`config.mk`:
```
export PLATFORM = sky130hd
export DESIGN_NAME = operand_sel_pipe
export DESIGN_NICKNAME = d
export VERILOG_FILES = /design/src/rtl/operand_sel_pipe.sv
export SDC_FILE = /design/constraint.sdc
export NUM_CORES = 1
export LEC_CHECK = 0
export ABC_AREA = 1
export ABC_CLOCK_PERIOD_IN_PS = 1000
export BUFFER_PORTS_ARGS = -buffer_cell sky130_fd_sc_hd__buf_2
export CAP_MARGIN = 5
export CORE_AREA = 2 2 80 82
export CTS_BUF_LIST = sky130_fd_sc_hd__clkbuf_16
export DETAILED_ROUTE_END_ITERATION = 12
export DIE_AREA = 0 0 82 84
export PLACE_DENSITY = 0.78
export SLEW_MARGIN = 20
export SYNTH_ARGS = -nofsm -noshare
export SYNTH_HDL_FRONTEND = slang
export SYNTH_SLANG_ARGS = --single-unit
```
`constraint.sdc`:
```
create_clock -name clk -period 1 [get_ports clk]
set_input_delay 0.15 -clock clk [delete_from_list [all_inputs] [get_ports clk]]
set_output_delay 0.15 -clock clk [all_outputs]
set_load 0.02 [all_outputs]
```
`src/rtl/operand_sel_pipe.sv`:
```
// operand_sel_pipe
// Registered NSRC-input operand selector for the execute-stage forwarding path.
// A DEPTH-stage valid/data/error pipeline sits behind the selector. Every stage
// obeys one priority per cycle: flush kills all valids, otherwise stall holds
// everything, otherwise the pipe advances. Out-of-range selects produce zero
// data with an error flag, and a saturating counter tallies them.
module operand_sel_pipe #(
  parameter int N     = 32,
  parameter int NSRC  = 4,
  parameter int SELW  = 2,
  parameter int DEPTH = 1
) (
  input  logic              clk,
  input  logic              rst,
  input  logic              in_valid,
  output logic              in_ready,
  input  logic              stall,
  input  logic              flush,
  input  logic [SELW-1:0]   sel,
  input  logic [NSRC*N-1:0] src,
  output logic [N-1:0]      out_data,
  output logic              out_valid,
  output logic              out_err,
  output logic [7:0]        err_cnt
);

  // One extra bit so that NSRC == 2^SELW still fits in the comparison.
  localparam logic [SELW:0] NSRC_L = (SELW+1)'(NSRC);

  logic [N-1:0]            sel_data_s;
  logic                    sel_err_s;
  logic                    advance_s;
  logic                    accept_s;

  logic [DEPTH-1:0]        v_q, v_d;
  logic [DEPTH-1:0]        e_q, e_d;
  logic [DEPTH-1:0][N-1:0] d_q, d_d;
  logic [7:0]              cnt_q, cnt_d;

  // A beat enters the pipe only on a cycle with no flush and no stall.
  assign advance_s = !flush && !stall;
  assign accept_s  = in_valid && advance_s;

  // Stage-1 operand: an AND-OR mux over the in-range sources.
  // An out-of-range select matches no source, so the data is zero and the beat is flagged.
  always_comb begin
    sel_data_s = '0;
    sel_err_s  = 1'b1;
    for (int k = 0; k < NSRC; k++) begin
      sel_data_s = sel_data_s |
                   ({N{({1'b0, sel} == (SELW+1)'(k))}} & src[k*N +: N]);
    end
    if ({1'b0, sel} < NSRC_L) begin
      sel_err_s = 1'b0;
    end else begin
      sel_err_s = 1'b1;
    end
  end

  // Pipeline next state: flush clears the valids, stall holds, advance shifts.
  // Data and error bits only load behind a valid beat, so bubbles leave them unchanged.
  always_comb begin
    v_d = v_q;
    d_d = d_q;
    e_d = e_q;
    if (flush) begin
      v_d = '0;
    end else if (stall) begin
      v_d = v_q;
    end else begin
      v_d[0] = in_valid;
      if (in_valid) begin
        d_d[0] = sel_data_s;
        e_d[0] = sel_err_s;
      end else begin
        d_d[0] = d_q[0];
        e_d[0] = e_q[0];
      end
      for (int i = 1; i < DEPTH; i++) begin
        v_d[i] = v_q[i-1];
        if (v_q[i-1]) begin
          d_d[i] = d_q[i-1];
          e_d[i] = e_q[i-1];
        end else begin
          d_d[i] = d_q[i];
          e_d[i] = e_q[i];
        end
      end
    end
  end

  // The error counter steps when an out-of-range beat is accepted and sticks at 255.
  always_comb begin
    cnt_d = cnt_q;
    if (accept_s && sel_err_s && (cnt_q != 8'hFF)) begin
      cnt_d = cnt_q + 8'd1;
    end else begin
      cnt_d = cnt_q;
    end
  end

  // State registers. Reset is asynchronous, so the outputs clear as soon as rst rises.
  always_ff @(posedge clk or posedge rst) begin
    if (rst) begin
      v_q   <= '0;
      d_q   <= '0;
      e_q   <= '0;
      cnt_q <= 8'd0;
    end else begin
      v_q   <= v_d;
      d_q   <= d_d;
      e_q   <= e_d;
      cnt_q <= cnt_d;
    end
  end

  // in_ready depends only on stall. Every out_* is a plain register output.
  assign in_ready  = !stall;
  assign out_data  = d_q[DEPTH-1];
  assign out_valid = v_q[DEPTH-1];
  assign out_err   = e_q[DEPTH-1];
  assign err_cnt   = cnt_q;

endmodule

```
Yosys cells after proc, flatten, opt, wreduce, memory -nomap -nowiden. Cells that the tools add are included.

Add/sub/neg operators: 0. Multipliers: 0. Divide/modulo/power cells: 0. Magnitude comparators: 0. Equal/unequal tests: 4. Shift-type cells: 0. Mux-type cells: 2. Bitwise logic cells: 9. Reduce and logical (&&, ||, !) cells: 3.

Operators with widths (number): 32-bit bitwise AND (4); 32-bit OR (3); 2-bit equality test, second input constant (2); 3-bit AND reduction (1); 2-bit by 1-bit equality test with 1-bit output, second input constant (1); 2-bit zero test (1); 1-bit two-way mux (2); 2-bit by 1-bit inequality test with 1-bit output, second input constant (1); 1-bit NOT (2); 1-bit zero test (1).

Bits in registers: 33. Latch bits: 0. Memory bits (writable): 0. Bits in read-only memories: 0. Input bits: 135. Output and inout bits: 43. Memories: 0.

Logic depth before layout (Yosys ltp). Gate-level depths: netlist (run 1).

Depth after elaboration: 5. Gate-level depth with buffers: 8. Mapped depth without buffers: 6.

Worst setup path before layout (run 1). OpenSTA, ideal clock, no wires.

Kind: input to register. Start: input port flush. End: register d_q, in the netlist out_data[10]. Setup time: 0.117 ns. Arrival time: 0.852 ns. Required time: 0.883 ns. Setup slack: 0.031 ns. Stages on the path: 8. Path buffers: 2. Path through: inv_1 -> nand2_1 -> nor2_1 -> buf_4 -> buf_2 -> nand2_1 -> nor2_1 -> nor2_1.

Longest elaborated chain between the ends: 2.

RTL lines: from (decl) (line 18) `input logic flush,`; 1-bit NOT (no source line); 3-bit AND reduction (no source line); to (signal assigned) (line 106) `d_q <= '0;`; to (signal assigned) (line 111) `d_q <= d_d;`; to (decl) (line 37) `logic [DEPTH-1:0][N-1:0] d_q, d_d;`.

Every way passes these cells. A chain may end at the register's enable or synchronous reset.

Final worst setup path (run 1).
Start: register d_q, in the netlist out_data[18]. End: output port out_data[18].

RTL lines: to (decl) (line 21) `output logic [N-1:0] out_data,`.

No word-level cell between the ends.

==> results of run 1 <==
[final timing paths]
check	endpoint	cells past startpoint
max	out_data[18]	1
min	out_valid	2
max reg2reg	out_valid	1
min reg2reg	out_data[8]	2
max in group asynchronous	out_data[0]	4
min in group asynchronous	out_data[2]	4
[cells in the mapped netlist (all sizes together)]
| cell type | count |
|---|---|
| conb | 1 |
| buf | 33 |
| clkbuf | 3 |
| a31o | 1 |
| nand2 | 84 |
| nand3 | 109 |
| dfrtp | 33 |
| inv | 5 |
| nor2 | 100 |
[state kept, by name, summed over array words and instances (netlist names)]
name and count:
out_valid 1, out_data 32
[report_power, final]
part | switching (mW) | leakage (nW) | internal, mW | total, mW
clock | 0.500 | 0.0776 | 0.893 | 1.39
combinational | 0.952 | 1.34 | 0.656 | 1.61
sequential | 0.128 | 0.371 | 1.59 | 1.71
[routing by layer]
layer	wire length, um	track usage
met4	61	0.0364
met5	0	0
met2	3520	0.375
met3	520	0.0335
met1	3140	0.248
[area by class of cell]
class | instances | area, um2 | share of cell area
multi-input combinational | 303 | 1300 | 0.379
clock buffer | 5 | 125 | 0.0364
inverter | 5 | 18.8 | 0.00546
timing repair buffer | 188 | 1060 | 0.307
clock inverter | 3 | 11.3 | 0.00328
sequential | 33 | 826 | 0.240
tap | 77 | 96.3 | 0.0281
[timing repair]
action / in CTS / in global routing
hold endpoints to repair: 33 / 0
hold buffers: 1 / 0
resized for setup: 0 / 0
[stage by stage]
stage	setup TNS [ps]	area (um2)	utilization
detailed placement	-3200	3290	0.539
CTS	0	3430	0.563
floorplan	0	2360	-
global placement	-2350	3290	0.539
finish	0	3430	0.563
global route	0	3430	0.563
[kinds of logic (layout without fill, tap and decap cells)]
group | Yosys count | after routing
simple gates | 293 | 293
buf+inv | 41 | 201
other cells | 1 | 9
compound gates | 1 | 1
flops | 33 | 33
==> results.json, run 1 <==
{
  "rrSetupSlack_ps": 270,
  "maxCapViolCount": 0,
  "path_buf_inv": 1,
  "clock_path_buffers": 2,
  "layout_commonest_cell": "buf_2",
  "drc_errors": 0,
  "p_per_area_nw_per_um2": 1370,
  "ys_ff_latch": 33,
  "ys_top_cells_by_area": "dfrtp_1, nand3_1, nor2_1, nand2_1, buf_4",
  "synthSimpleGateAreaFrac": 0.536,
  "setup_viol": 0,
  "yosysTopAreaCellShare": 0.354,
  "grt-ovfl-total": 0,
  "crit_path_max_incr_delay_ps": 390,
  "finalCriticalPeriod_ps": 970,
  "synth_compound_area_frac": 0.00376,
  "finalMaxSlewViolations": 0,
  "max_freq_mhz": 1030,
  "synthMuxAreaShare": 0,
  "drive_gt1_frac": 0.365,
  "nFillCells": 612,
  "die_area_um2": 6890,
  "ys.warnings.count": 0,
  "worstReg2RegStart": "out_valid",
  "skew_ps": 0,
  "grt_pass1_vias": 2648,
  "syn_area_um2": 2330,
  "root_buffer": "clkbuf_16",
  "hpwlAfterDp_um": 5690,
  "ir_drop_v": 0.000725,
  "first_pass_iters": 4,
  "outcome": "complete, no violations",
  "worst_setup_path_end_kind": "primary output",
  "hold-worst-slack_ps": 189,
  "cp-start-kind": "flop",
  "clk_pin_slew_worst_paths_ps": 50,
  "post-route-period-util": 0.970,
  "via_per_inst": 4.83,
  "p_leak_nw": 1.79,
  "clkLatencyLatePin_ps": 270,
  "cts_setup_buffers": 0,
  "htree_levels": 2,
  "crit_required_ps": 850,
  "place_inst": 605,
  "synth_top_family_by_area": "simple AND/OR/NAND/NOR gates",
  "cts_tree": "yes",
  "synth.avg_cell_area_um2": 6.32,
  "cp_top_family": "flip-flops",
  "synthXorXnorAreaFrac": 0,
  "grt_pass1_wl_um": 11300,
  "synthCells": 369,
  "startpoint": "out_data[18]",
  "core_area_um2": 6100,
  "grt_max_degree": 33,
  "gp_congestion": 0.735,
  "arrival_ps": 820,
  "antenna_found_initial": 0,
  "rsz0062_at_grt": "no",
  "layout_common_cells": "buf_2, nand3_1, nor2_1",
  "worst_slack_ps": 30.0,
  "clock_sinks": 33,
  "grtUsageTotal": 0.205,
  "worstPathCellList": "buf_2",
  "p_total_mw": 4.71,
  "hp-start": "stall",
  "vias": 2966,
  "final_hold_viol_count": 0,
  "wirelength_um": 7240,
  "die_width_um": 82,
  "cts_made_buffers": 5,
  "hold_path.class": "input pin to flop",
  "io_pins": 178,
  "die_height_um": 84,
  "crit_fanout": 2,
  "wire_per_inst_um": 11.8,
  "first_iter_violations": 94,
  "row_count": 29,
  "start_util": 0.383,
  "synth-seq-area-share": 0.354,
  "cp_slowest_cell": "dfrtp_1",
  "stdcell_count": 614,
  "diodes": 0,
  "nNetsFinal": 671,
  "synth_adder_area_share": 0,
  "synth.distinct_cells": 12,
  "place_ws_ps": -130,
  "yosys.area.top_type": "dfrtp_1",
  "criticalPathCategory": "flop to primary output",
  "numPortBuffers": 168,
  "synthToLayoutAreaGrowth_pct": 47.3,
  "drt.antenna.violating_nets": 0
}
(Power assumes the default switching activity.)
==> run 2: changes to the inputs <==
REMOVE_ABC_BUFFERS = 1   (was unset)
==> results.json, run 2 (synthesis results as in run 1) <==
{
  "hold_path.class": "input pin to flop",
  "vias": 2979,
  "dpl_cell_area_um2": 3340,
  "diodes": 0,
  "worstPathCellList": "buf_2",
  "path_buf_inv": 1,
  "htree_levels": 2,
  "synthToLayoutAreaGrowth_pct": 50.4,
  "die_width_um": 82,
  "crit_required_ps": 850,
  "wirelength_um": 7150,
  "first_pass_iters": 5,
  "criticalPathCategory": "flop to primary output",
  "grt_pass1_vias": 2773,
  "nNetsFinal": 673,
  "ir_drop_v": 0.000613,
  "largest_reg_flops": 32,
  "die_area_um2": 6890,
  "p_per_area_nw_per_um2": 1360,
  "core_area_um2": 6100,
  "antenna_found_initial": 0,
  "postLayoutCellArea_um2": 3510,
  "cts_made_buffers": 5,
  "fin_setup_tns_ps": 0,
  "cts_tree": "yes",
  "clk_pin_slew_worst_paths_ps": 50,
  "p_leak_nw": 1.81,
  "stdcell_count": 615,
  "worstReg2RegStart": "out_data[26]",
  "drc_errors": 0,
  "busiest_layer": "met2",
  "die_height_um": 84,
  "gp_congestion": 0.793,
  "layout_commonest_cell": "buf_2",
  "clock_sinks": 33,
  "startpoint": "out_data[7]",
  "gr-usage-met1": 0.227,
  "place_inst": 605,
  "hpwlAfterDp_um": 5780,
  "drive_gt1_frac": 0.368,
  "clkLatencyLatePin_ps": 260,
  "final_hold_viol_count": 0,
  "p_total_mw": 4.77,
  "via_per_inst": 4.84,
  "endpoint": "out_data[7]",
  "max_freq_mhz": 1030,
  "rr_worst_depth": 3,
  "met3_usage": 0.0509,
  "worst_setup_path_end_kind": "primary output",
  "cp_top_family": "flip-flops",
  "finalCriticalPeriod_ps": 973,
  "r2r_end": "out_data[26]",
  "outcome": "complete, no violations",
  "arrival_ps": 820,
  "crit_cells": 1,
  "row_count": 29,
  "cp-start-kind": "flop",
  "post-route-period-util": 0.973,
  "wire_per_inst_um": 11.6,
  "grt_use_met2": 0.399,
  "crit_fanout": 2,
  "grt_pass1_wl_um": 11600,
  "fin_util": 0.575,
  "crit_path_max_incr_delay_ps": 390,
  "root_buffer": "clkbuf_16",
  "grt_max_degree": 33,
  "setup_viol": 0,
  "finalMaxSlewViolations": 0,
  "drt.antenna.violating_nets": 0,
  "cp_slowest_cell": "dfrtp_1",
  "skew_ps": 0,
  "clock_path_buffers": 2,
  "maxCapViolCount": 0,
  "first_iter_violations": 101,
  "grt-ovfl-total": 0,
  "start_util": 0.383,
  "layout_common_cells": "buf_2, nand3_1, nor2_1",
  "grtUsageTotal": 0.212,
  "io_pins": 178,
  "numPortBuffers": 168,
  "rrSetupSlack_ps": 240
}
## run 2: cell count changes in the layout (fill, tap and decap cells not counted), sizes merged
cell	previous run	this run
inv	8	6
buf	187	189
clkinv	0	1
## run 2: area by class of cell
class                      instances  area, um2
fill                             630       2590
clock buffer                       5        125
timing repair buffer             190       1130
clock inverter                     2       7.51
tap                               77       96.3
sequential                        33        826
multi-input combinational        303       1300
inverter                           5       18.8
## run 2: worst register-to-register path: cells and delay by family (launching register included)
kind,cells,cell delay [ps]
buf+inv,1,130
simple gates,2,140
flops,1,390
## run 2: through the flow
stage / hold slack (ps) / worst slack [ps]
3_5_place_dp: 43.5 / -159
4_1_cts: 184 / 10.1
6_report: 186 / 26.5
2_1_floorplan: 279 / -1650
5_1_grt: 196 / -0.428
3_3_place_gp: 39.3 / -118
## run 2: power breakdown
| part | total [mW] | internal, mW | switching [mW] |
|---|---|---|---|
| Combinational | 1.67 | 0.711 | 0.960 |
| Sequential | 1.72 | 1.59 | 0.137 |
| Clock | 1.37 | 0.887 | 0.487 |
| Total | 4.77 | 3.18 | 1.58 |
## run 2: worst min-delay path by stage
stage / startpoint / endpoint / cells past startpoint
2_1_floorplan: rst / out_data[0] / 1
3_3_place_gp: rst / out_data[9] / 2
3_5_place_dp: rst / out_data[9] / 2
4_1_cts: stall / out_valid / 2
5_1_grt: stall / out_valid / 2
6_report: stall / out_valid / 2
## run 2: timing repair
| item | 4_1_cts | 5_1_grt |
|---|---|---|
| gates resized for setup | 0 | 4 |
| hold buffers | 1 | 0 |
| endpoints found under the hold margin | 16 | 0 |
| buffers inserted | 0 | 2 |
| setup endpoints to repair | 0 | 3 |
## run 2: layer usage
metal,wire length (um),part of all wire
met5,0,0
met4,53,0.0074
met3,610,0.085
met2,3650,0.51
met1,2830,0.40
